File: config.mk
export PLATFORM = sky130hd
export DESIGN_NAME = id_stage
export DESIGN_NICKNAME = d
export VERILOG_FILES = /design/src/rtl/id_stage.sv
export SDC_FILE = /design/constraint.sdc
export NUM_CORES = 1
export LEC_CHECK = 0
export BUFFER_PORTS_ARGS = -buffer_cell sky130_fd_sc_hd__buf_2
export CAP_MARGIN = 20
export CELL_PAD_IN_SITES_DETAIL_PLACEMENT = 1
export CELL_PAD_IN_SITES_GLOBAL_PLACEMENT = 2
export CORE_MARGIN = 2
export CORE_UTILIZATION = 32
export DETAILED_ROUTE_END_ITERATION = 8
export PLACE_DENSITY = 0.93
export SYNTH_ARGS = -nofsm -noshare
export SYNTH_HDL_FRONTEND = slang
export SYNTH_SLANG_ARGS = --single-unit
File: constraint.sdc
create_clock -name clk -period 6.7 [get_ports clk]
set_clock_uncertainty 0.15 [all_clocks]
set_input_delay 0.335 -clock clk [delete_from_list [all_inputs] [get_ports clk]]
set_output_delay 0.335 -clock clk [all_outputs]
set_load 0.03 [all_outputs]
File: src/rtl/id_stage.sv
// id_stage: RV32I decode/issue stage between fetch and execute.
// Latency: one cycle from accept to ex_valid; sustains one instruction per cycle with no hazard.
// Backpressure: if_ready drops on a RAW/WAW hazard, flush, rdy low, reset, or a held output that execute has not taken.
//
// Ports:
//   clk, rst          core clock, asynchronous active-high reset
//   rdy               global enable; low freezes every register
//   if_valid/if_ready fetch handshake carrying if_pc / if_inst
//   r1_*/r2_*         register-file read ports (the file bypasses same-cycle writes)
//   clr_en/clr_addr   writeback retire; clears one busy bit
//   flush             kills the instruction held for execute
//   ex_*              issued instruction register with ex_valid/ex_ready handshake
module id_stage (
  input  logic        clk,
  input  logic        rst,
  input  logic        rdy,
  input  logic        if_valid,
  input  logic [31:0] if_pc,
  input  logic [31:0] if_inst,
  output logic        if_ready,
  output logic        r1_en,
  output logic        r2_en,
  output logic [4:0]  r1_addr,
  output logic [4:0]  r2_addr,
  input  logic [31:0] r1_data,
  input  logic [31:0] r2_data,
  input  logic        clr_en,
  input  logic [4:0]  clr_addr,
  input  logic        flush,
  output logic        ex_valid,
  input  logic        ex_ready,
  output logic [31:0] ex_pc,
  output logic [31:0] ex_inst,
  output logic [31:0] ex_imm,
  output logic [31:0] ex_rs1_val,
  output logic [31:0] ex_rs2_val,
  output logic [4:0]  ex_rd,
  output logic        ex_wr
);

  localparam logic [6:0] OP_LOAD   = 7'b0000011;
  localparam logic [6:0] OP_IMM    = 7'b0010011;
  localparam logic [6:0] OP_JALR   = 7'b1100111;
  localparam logic [6:0] OP_STORE  = 7'b0100011;
  localparam logic [6:0] OP_BRANCH = 7'b1100011;
  localparam logic [6:0] OP_LUI    = 7'b0110111;
  localparam logic [6:0] OP_AUIPC  = 7'b0010111;
  localparam logic [6:0] OP_JAL    = 7'b1101111;
  localparam logic [6:0] OP_OP     = 7'b0110011;

  logic [6:0]  opcode;
  logic [4:0]  rs1, rs2, rd;
  logic [31:0] imm;
  logic        uses_rs1, uses_rs2, wr_class, writes_rd;

  // Bit 0 is never written to 1, so x0 can never look busy.
  logic [31:0] busy;
  logic [31:0] busy_nxt;

  logic hazard, accept, handoff;
  logic rs1_hz, rs2_hz, rd_hz;

  assign opcode = if_inst[6:0];
  assign rs1    = if_inst[19:15];
  assign rs2    = if_inst[24:20];
  assign rd     = if_inst[11:7];

  // Opcode classification and immediate formation.
  always_comb begin
    imm      = 32'd0;
    uses_rs1 = 1'b0;
    uses_rs2 = 1'b0;
    wr_class = 1'b0;
    case (opcode)
      OP_LOAD, OP_IMM, OP_JALR: begin
        imm      = {{20{if_inst[31]}}, if_inst[31:20]};
        uses_rs1 = 1'b1;
        wr_class = 1'b1;
      end
      OP_STORE: begin
        imm      = {{20{if_inst[31]}}, if_inst[31:25], if_inst[11:7]};
        uses_rs1 = 1'b1;
        uses_rs2 = 1'b1;
      end
      OP_BRANCH: begin
        imm      = {{19{if_inst[31]}}, if_inst[31], if_inst[7], if_inst[30:25],
                    if_inst[11:8], 1'b0};
        uses_rs1 = 1'b1;
        uses_rs2 = 1'b1;
      end
      OP_LUI, OP_AUIPC: begin
        imm      = {if_inst[31:12], 12'd0};
        wr_class = 1'b1;
      end
      OP_JAL: begin
        imm      = {{11{if_inst[31]}}, if_inst[31], if_inst[19:12], if_inst[20],
                    if_inst[30:21], 1'b0};
        wr_class = 1'b1;
      end
      OP_OP: begin
        uses_rs1 = 1'b1;
        uses_rs2 = 1'b1;
        wr_class = 1'b1;
      end
      default: begin
        imm = 32'd0;
      end
    endcase
  end

  assign writes_rd = wr_class & (rd != 5'd0);

  assign r1_addr = rs1;
  assign r2_addr = rs2;
  assign r1_en   = if_valid & uses_rs1;
  assign r2_en   = if_valid & uses_rs2;

  // A register is pending if its busy bit survives this cycle's clear, or if
  // the instruction sitting in the output register is about to claim it.
  assign rs1_hz = uses_rs1 &
                  ((busy[rs1] & ~(clr_en & (clr_addr == rs1))) |
                   (ex_valid & ex_wr & (ex_rd == rs1)));
  assign rs2_hz = uses_rs2 &
                  ((busy[rs2] & ~(clr_en & (clr_addr == rs2))) |
                   (ex_valid & ex_wr & (ex_rd == rs2)));
  assign rd_hz  = writes_rd &
                  ((busy[rd] & ~(clr_en & (clr_addr == rd))) |
                   (ex_valid & ex_wr & (ex_rd == rd)));
  assign hazard = rs1_hz | rs2_hz | rd_hz;

  assign if_ready = ~rst & rdy & ~flush & ~hazard & (~ex_valid | ex_ready);
  assign accept   = if_valid & if_ready;
  // A flush discards the handoff, so the killed instruction claims no register.
  assign handoff  = ex_valid & ex_ready & rdy & ~flush;

  // Clear first, then set, so a same-cycle set of the same bit wins.
  always_comb begin
    busy_nxt = busy;
    if (clr_en) busy_nxt[clr_addr] = 1'b0;
    if (handoff && ex_wr) busy_nxt[ex_rd] = 1'b1;
    busy_nxt[0] = 1'b0;
  end

  always_ff @(posedge clk or posedge rst) begin
    if (rst) begin
      busy       <= 32'd0;
      ex_valid   <= 1'b0;
      ex_pc      <= 32'd0;
      ex_inst    <= 32'd0;
      ex_imm     <= 32'd0;
      ex_rs1_val <= 32'd0;
      ex_rs2_val <= 32'd0;
      ex_rd      <= 5'd0;
      ex_wr      <= 1'b0;
    end else if (rdy) begin
      busy <= busy_nxt;
      if (flush) begin
        ex_valid <= 1'b0;
      end else if (accept) begin
        ex_valid   <= 1'b1;
        ex_pc      <= if_pc;
        ex_inst    <= if_inst;
        ex_imm     <= imm;
        ex_rs1_val <= uses_rs1 ? r1_data : 32'd0;
        ex_rs2_val <= uses_rs2 ? r2_data : 32'd0;
        ex_rd      <= rd;
        ex_wr      <= writes_rd;
      end else if (handoff) begin
        ex_valid <= 1'b0;
      end
    end
  end

endmodule

**Yosys cells after proc, flatten, opt, wreduce, memory -nomap -nowiden**

Index checks and enable logic that the tools add are counted.

- Flip-flop bits (word level): 198
- Bits in latches: 0
- Memory bits (writable): 0
- ROM bits: 0
- Input bits: 140
- Output and inout bits: 180
- Logic and storage cells: 104
- Memories kept: 0

- Add/sub/neg operators: 0
- Multiply operators: 0
- Div/mod/pow operators: 0
- Order comparisons: 7
- Equal/unequal tests: 15
- Shift-type cells: 0
- Multiplexer cells: 21
- Bitwise logic cells: 40
- Reduce and logical (&&, ||, !) cells: 12

Operator list:

| kind | count |
|---|---|
| $pmux W32 S5 | 1 |
| $mux W32 | 4 |
| $and A32 B32 Y32 | 1 |
| $not A32 Y32 | 1 |
| $or A32 B32 Y32 | 1 |
| $eq A5 B5 Y1 | 6 |
| $lt A5 B6 Y1 const B | 5 |
| $and A1 B1 Y1 | 24 |
| $eq A7 B6 Y1 const B | 3 |
| $eq A7 B7 Y1 const B | 3 |
| $bmux W1 S5 | 3 |
| $eq A7 B5 Y1 const B | 2 |
| $mux W1 | 11 |
| $demux W1 S5 | 2 |
| $ge A5 B1 Y1 const B | 2 |
| $eq A7 B2 Y1 const B | 1 |
| $not A1 Y1 | 7 |
| $reduce_or A7 Y1 | 1 |
| $or A1 B1 Y1 | 6 |
| $reduce_or A3 Y1 | 2 |
| $reduce_or A6 Y1 | 1 |
| $reduce_bool A5 Y1 | 1 |
| $logic_and A1 B1 Y1 | 3 |
| $reduce_and A3 Y1 | 1 |
| 3 further kinds | 3 |

**Logic depth before layout (Yosys ltp)**

Gate-level depths: netlist of the first run.

- Word-level depth: 14
- Mapped depth: 12
- Depth with buffers taken out: 7

**Least setup slack after synthesis of the first run**

No wires, ideal clock.

- Kind: input to register
- Start: input if_inst[7]
- End: register ex_rs2_val[0]
- Setup time: 0.121 ns
- Data arrival time: 2.507 ns
- Data required time: 6.429 ns
- Path slack: 3.922 ns
- Stages: 11
- Path buffers: 4
- Path through: buf_2 > mux4_2 > mux2_2 > or3_1 > nand4_1 > o21a_2 > o211ai_1 > buf_4 > buf_6 > buf_6 > a22o_1

- Longest elaborated chain between the ends: 12
- Elaborated cells on any way between the ends: 18
- Classes of those cells: 2 x eq/ne; 2 x mux; 12 x bitwise; 2 x reduce/logical

Ends and longest elaborated chain:

| what | RTL line | RTL |
|---|---|---|
| start: declaration | 19 | `input logic [31:0] if_inst,` |
| branches (longest 5 deep; another with $bmux W1 S5) | n/a |  |
| $and A1 B1 Y1 (*) | 126 | `assign rd_hz = writes_rd &` |
| $or A1 B1 Y1 (*) | 129 | `assign hazard = rs1_hz \| rs2_hz \| rd_hz;` |
| $not A1 Y1 (*) | 131 | `assign if_ready = ~rst & rdy & ~flush & ~hazard & (~ex_valid \| ex_ready);` |
| $and A1 B1 Y1 (*) (2 in a row) | 131 |  |
| $and A1 B1 Y1 (*) | 132 | `assign accept = if_valid & if_ready;` |
| $reduce_and A3 Y1 (no source line) (*) | n/a |  |
| end signal: assignment | 165 | `ex_rs2_val <= uses_rs2 ? r2_data : 32'd0;` |
| end: declaration | 36 | `output logic [31:0] ex_rs2_val,` |

Mark *: on every way between the ends. The select of a mux whose other input is x is not followed.
A chain may end at the register's enable or synchronous reset.

==> results.yml, run 1 <==
route:
  route.detailed.drc: 0
  viasPerCell: 5.21
  routedWlPerCell_um: 22.5
  drtAntennaViolNets: 0
  routed-via-count: 7902
  drt_iter0_drc: 572
  dr.pass1.iters: 5
  wl_um: 34100
yosys:
  synth_top_area_frac: 0.526
  synth_top_area_cell: "dfrtp_1"
  synth_ff_type: "dfrtp_1"
  seq_area_frac_synth: 0.526
  async_reset_ff_frac: 1.00
  ys_types: 49
  syn_nets: 900
  synth-seq-cells: 193
  synth-edff-count: 0
  synthTopCellsByArea: "dfrtp_1 (53%), mux2_2 (9.4%), a22o_1 (6.3%), mux2i_1 (5.0%), mux4_2 (3.9%)"
  syn_avg_cell_area_um2: 12.1
  synth_warnings: 0
  syn_area_um2: 9180
  netlist_instances: 760
  synth_common_cells: "dfrtp_1 (193), mux2_2 (77), o21ai_0 (68), a22o_1 (66), mux2i_1 (46)"
  yosys.cell_count.top_type: "dfrtp_1"
timing:
  fin_crit_ps: 3740
  tns_ps: 0
  setup_violations: 0
  slew_violations: 0
  maxClockFrequency_ghz: 0.267
  hold_violations: 0
  fin_ws_ps: 2960
  whs_ps: 11.0
  rsz0062_at_grt: "false"
  max-slew-margin-rel: 0.294
  max_slew.worst_pin.slew_ps: 1060
  period_share: 0.558
finish:
  fillers: 3139
  area_growth_pct: 34.5
  final_nets: 1253
  postLayoutCoreUtil: 0.434
  drive_above_1_share: 0.409
  final_cells: 1516
  final_cell_area_um2: 12400
clock_tree:
  numCtsBuffers: 17
  clock_sinks: 193
  cts_tree: "done"
  post_cts_resized: 0
  cts_max_level: 4
  clkTransAtPathRegs_ps: 80
  clk-insertion-delay-late_ps: 420
  ctsLongestPathBuffers: 2
  cts_root_buf: "clkbuf_16"
global_routing:
  grt_pass1_wl_um: 51700
  grt_usage: 0.224
  grt_pass1_vias: 8429
  antenna_found_initial: 4
  grt_max_degree: 127
  grt_remaining_overflow: 0
floorplanning:
  dieArea_um2: 30100
  dieHeight_um: 173
  io_pins: 320
  start_util: 0.322
  die_w_um: 173
  rows: 62
  core_area_um2: 28500
place:
  post-place-ws_ps: 2790
  placed_area_um2: 10900
  io_buffers: 319
  place_congestion: 0.885
  dp_cells: 1393
  dp_hpwl_um: 22900
job:
  maxCapViolCount: 0
worst_setup_path:
  crit_type: "reg -> reg"
  arrival_ps: 3910
  crit_chain: "xnor2_1 > nand3_1 > nor4_1 > a31oi_1 > o221a_2 > o211ai_1 > buf_4 > buf_4 > mux2_2"
  required_ps: 6870
  path_max_fanout: 63
  slowest_delay_ps: 770
  crit_top_cell: "buf_4"
  worst_setup_path_start_kind: "flip-flop"
  cp_top_family: "buffers and inverters"
  critical_path_buf_inv_count: 2
  cpMaxStageDelayCell: "dfrtp_1"
  endpoint_kind: "flip-flop"
pwr:
  p_int_mw: 2.07
  finalPower_mw: 3.20
  vdd_ir_drop_max_uv: 131
  sw_frac_of_total: 0.352
  p_clk_frac: 0.332
  seq_power_share: 0.429
  switchingPower_mw: 1.13
  power.density_nw_per_um2: 259
  cellLeakagePower_nw: 6.20
  pwr-share-comb: 0.239
hold_path:
  hp-class: "in -> reg"
status:
  status: "finished, final reports clean"
[cells in the final DEF (no fill, tap or decap), types with 4 or more instances in the layout]
cell           instances
a21oi_1               23
a22o_1                66
and2_1                 4
buf_2                319
buf_4                  6
clkbuf_16             17
clkinv_8               5
dfrtp_1              193
diode_2                6
dlygate4sd3_1         85
inv_1                 32
inv_6                  5
inv_8                  4
mux2_2                77
mux2i_1               46
mux4_2                16
nand2_1               33
nand3_1               16
nand3b_1              11
nand4_1                6
nor2_1                15
o21ai_0               68
or3_1                  6
xnor2_1               15
xor2_1                15
[registers in the layout (all words and copies together), names as in the netlist]
name	cells
ex_rs2_val	32
ex_pc	32
ex_valid	1
ex_rs1_val	32
ex_inst	32
busy	31
ex_imm	32
ex_wr	1
[repair_timing]
action | in CTS | in global routing
setup buffers | 0 | 0
hold buffers | 84 | 1
endpoints found under the hold margin | 101 | 1
[power groups by stage]
stage | sequential (mW) | combinational [mW] | clock, mW
floorplan | 1.59 | 0.274 | 0
global placement | 1.38 | 0.706 | 0
detailed placement | 1.39 | 0.719 | 0
CTS | 1.37 | 0.761 | 1.08
global route | 1.39 | 0.806 | 1.13
finish | 1.37 | 0.765 | 1.06
[cells by family after synthesis]
kind of cell,after synthesis,synth area share
xor gates and xnor gates,30,0.0286
buffers and inverters,109,0.0646
AOI/OAI and AO/OA,174,0.127
muxes,139,0.184
and+or+nand+nor,115,0.0695
DFF,193,0.526
[layer usage]
metal,part of all wire,track usage,vias up,wire length [um]
li1,-,-,3438,-
met1,0.39,0.264,4090,13200
met2,0.54,0.419,336,18300
met3,0.059,0.0371,38,2010
met4,0.019,0.0611,0,648
met5,0,0,-,0
[layout make-up]
type / count / area (um2) / share of cell area
antenna: 6 / 15.0 / 0.00122
clock buffer: 18 / 439 / 0.0356
clock inverter: 14 / 175 / 0.0142
inverter: 33 / 131 / 0.0106
multi-input combinational: 458 / 3790 / 0.307
sequential: 193 / 4830 / 0.391
tap: 384 / 480 / 0.0389
timing repair buffer: 410 / 2490 / 0.202
[worst paths after layout]
path	startpoint	to	slack, ps	cells after the start
worst max-delay path	ex_inst[11]$_DFFE_PP0P_	ex_pc[13]$_DFFE_PP0P_	2960	9
worst min-delay path	r2_data[18]	ex_rs2_val[18]$_DFFE_PP0P_	10	2
worst max register to register	ex_inst[11]$_DFFE_PP0P_	ex_pc[13]$_DFFE_PP0P_	2960	9
worst min register to register	ex_rs2_val[25]$_DFFE_PP0P_	ex_rs2_val[25]$_DFFE_PP0P_	350	1
max in group asynchronous	rst	ex_wr$_DFFE_PP0P_	4400	4
min in group asynchronous	rst	busy[14]$_DFFE_PP0P_	460	3
[worst register-to-register path, stage by stage, from the launching register on]
cell      delay (ps)
dfrtp_1          770
xnor2_1          200
nand3_1          100
nor4_1           290
a31oi_1           70
o221a_2          310
o211ai_1         220
buf_4            390
buf_4            660
mux2_2           470
No activity file was read; power rests on OpenSTA's default activity.
==> run 2: changes to the inputs <==
- ABC_AREA: default -> 1
- CORE_UTILIZATION: 32 -> 28
- PLACE_DENSITY: 0.93 -> 0.92
- clock period: 6.7 -> 3.75 ns (I/O delays scaled with it)
==> run 2 against run 1 <==
Effect of this change:
- flip-flop and latch count stayed put
- die area is 18% higher
- hold slack better by 4.8 ps
- register-to-register slack worse by 2500 ps
- critical path depth is 10 higher
- synthesized cell count is 61% higher
- count of clock-buffer cells in the layout stayed put
- power is 76% higher
- first-iteration DRC count is 15% higher
- sequential share of layout area is 2.4 points lower
- highest routed layer is now met5
==> results.yml, run 2 <==
floorplanning:
  core_area_um2: 33500
  dieArea_um2: 35500
  rows: 67
  die_w_um: 188
  io_pins: 320
  dieHeight_um: 188
  start_util: 0.284
hold_path:
  hp-start: "if_inst[19]"
  hp-class: "in -> reg"
  min_path_cells: 3
  whs_endpoint: "ex_inst[19]$_DFFE_PP0P_"
clock_tree:
  clock_sinks: 193
  cts_root_buf: "clkbuf_16"
  cts_max_level: 4
  numCtsBuffers: 17
  clkTransAtPathRegs_ps: 70
  post_cts_resized: 0
  ctsLongestPathBuffers: 2
  postCtsSetupBuffers: 0
  clk-insertion-delay-late_ps: 450
  cts_tree: "done"
route:
  drtAntennaViolNets: 0
  routedWlPerCell_um: 19.0
  dr.pass1.iters: 5
  viasPerCell: 4.88
  wl_um: 39500
  routed-via-count: 10200
  route.detailed.drc: 0
  drt_iter0_drc: 660
yosys:
  synthTopCellsByArea: "dfrtp_1 (51%), nand2_1 (19%), nand3_1 (5.9%), o21ai_1 (5.3%), o21ai_0 (4.3%)"
  synth_warnings: 0
  yosys.cell_count.top_type: "nand2_1"
  synth-seq-cells: 193
  synth_ff_type: "dfrtp_1"
  ys_types: 33
  synth_top_area_frac: 0.507
  async_reset_ff_frac: 1.00
  syn_area_um2: 9520
  syn_avg_cell_area_um2: 7.79
  netlist_instances: 1222
  seq_area_frac_synth: 0.507
  synth_top_area_cell: "dfrtp_1"
  synth-edff-count: 0
  synth_common_cells: "nand2_1 (480), dfrtp_1 (193), nand3_1 (112), o21ai_1 (100), o21ai_0 (81)"
  syn_nets: 1362
timing:
  fin_crit_ps: 3260
  whs_ps: 15.8
  hold_violations: 0
  maxClockFrequency_ghz: 0.307
  slew_violations: 0
  fin_ws_ps: 489
  setup_violations: 0
  max-slew-margin-rel: 0.444
  max_slew.worst_pin.slew_ps: 834
  rsz0062_at_grt: "false"
  period_share: 0.870
  tns_ps: 0
pwr:
  finalPower_mw: 5.63
  p_int_mw: 3.65
  power.density_nw_per_um2: 428
  seq_power_share: 0.427
  switchingPower_mw: 1.99
  vdd_ir_drop_max_uv: 320
  cellLeakagePower_nw: 6.86
  sw_frac_of_total: 0.352
  pwr-share-comb: 0.244
  p_clk_frac: 0.330
finish:
  final_cell_mix: "nand2_1 (480), buf_2 (319), dfrtp_1 (193)"
  final_common_cell: "nand2_1"
  drive_above_1_share: 0.242
  fillers: 4191
  final_cell_area_um2: 13200
  area_growth_pct: 38.3
  final_nets: 1756
global_routing:
  grt_max_degree: 131
  grt_usage: 0.224
  antenna_found_initial: 8
  grt_pass1_vias: 10900
  grt_remaining_overflow: 0
  grt_pass1_wl_um: 62100
place:
  io_buffers: 319
  dp_hpwl_um: 26600
  post-place-ws_ps: 620
  place_congestion: 0.886
  placed_area_um2: 11400
worst_setup_path:
  critical_path_buf_inv_count: 6
  path_max_fanout: 41
  cp_top_family: "buffers and inverters"
  timing.rr.end: "ex_valid$_DFFE_PP0P_"
  rr_startpoint: "ex_inst[7]$_DFFE_PP0P_"
  r2r_cells: 12
  crit_top_cell: "nand2_1"
  regToRegSetupSlack_ps: 490
  crit_chain: "dlygate4sd3_1 > buf_2 > nand2_1 > nor2_1 > nand2_1 > inv_2 > nand2_1 > inv_2 > a31oi_4 > nand2_2 > nand2_1 > nand2_1 > inv_2 > nand3_4 > nand2_1 > nand2_1 > dlygate4sd3_1 > nand2_1 > nand2_1"
  crit_type: "in -> reg"
  critPathLaunch: "if_inst[1]"
  cpMaxStageDelayCell: "dlygate4sd3_1"
  worst_setup_path_start_kind: "input port"
  required_ps: 3910
  slowest_delay_ps: 560
  arrival_ps: 3430
  endpoint_kind: "flip-flop"
status:
  status: "finished, final reports clean"
job:
  maxCapViolCount: 0
run 2: stage by stage:
stage / cells / util
floorplan: 1222 / -
global placement: 1926 / 0.339
detailed placement: 1926 / 0.339
CTS: 2076 / 0.392
global route: 2083 / 0.393
finish: 2083 / 0.393
run 2: power groups by stage:
stage	Combinational (mW)	Clock (mW)	Sequential, mW
after global routing	1.48	1.98	2.43
final	1.37	1.86	2.40
after detailed placement	1.26	0	2.43
after floorplan	0.475	0	2.76
after CTS	1.36	1.90	2.40
after global placement	1.24	0	2.43
run 2: kinds of logic after synthesis:
logic type,count (synthesis),synth area share
buffers and inverters,169,0.0920
AOI/OAI and AO/OA,219,0.122
DFF,193,0.507
and+or+nand+nor,636,0.274
xor gates and xnor gates,5,0.00460
run 2: how the worst max path moves through the flow:
stage	end	cells after the start	slack [ps]
6_report	ex_valid$_DFFE_PP0P_	19	490
3_5_place_dp	ex_rs1_val[6]$_DFFE_PP0P_	16	620
4_1_cts	ex_valid$_DFFE_PP0P_	12	500
3_3_place_gp	ex_inst[20]$_DFFE_PP0P_	16	700
5_1_grt	ex_valid$_DFFE_PP0P_	17	150
2_1_floorplan	busy[10]$_DFFE_PP0P_	1	920
run 2: area by class of cell:
cell class,instances,area (um2),area share
Sequential cell,193,4830,0.367
Multi-Input combinational cell,860,3820,0.290
Timing Repair Buffer,457,3030,0.230
Tap cell,448,561,0.0426
Clock buffer,18,439,0.0333
Inverter,87,333,0.0253
Clock inverter,13,141,0.0107
Antenna cell,7,17.5,0.00133
run 2: timing repair:
item / in CTS / in global routing
endpoints found under the setup margin: 0 / 0
hold buffers: 119 / 0
endpoints found under the hold margin: 159 / 0
run 2: routing by layer:
| layer | GRT usage | wire (um) | share of wire |
|---|---|---|---|
| met1 | 0.282 | 16800 | 0.43 |
| met2 | 0.375 | 19200 | 0.49 |
| met3 | 0.0443 | 2240 | 0.057 |
| met4 | 0.0947 | 1260 | 0.032 |
| met5 | 0 | 13 | 0.00033 |
run 2: worst register-to-register path: stages, from the launching register on:
cell and delay [ps]:
dfrtp_1 600, inv_1 210, o22ai_1 200, a21oi_1 60, nand4_1 90, nand2_1 90
a21oi_1 240, nand3_4 540, nand2_1 230, nand2_1 60, dlygate4sd3_1 550, nand2_1 60
nand2_1 40
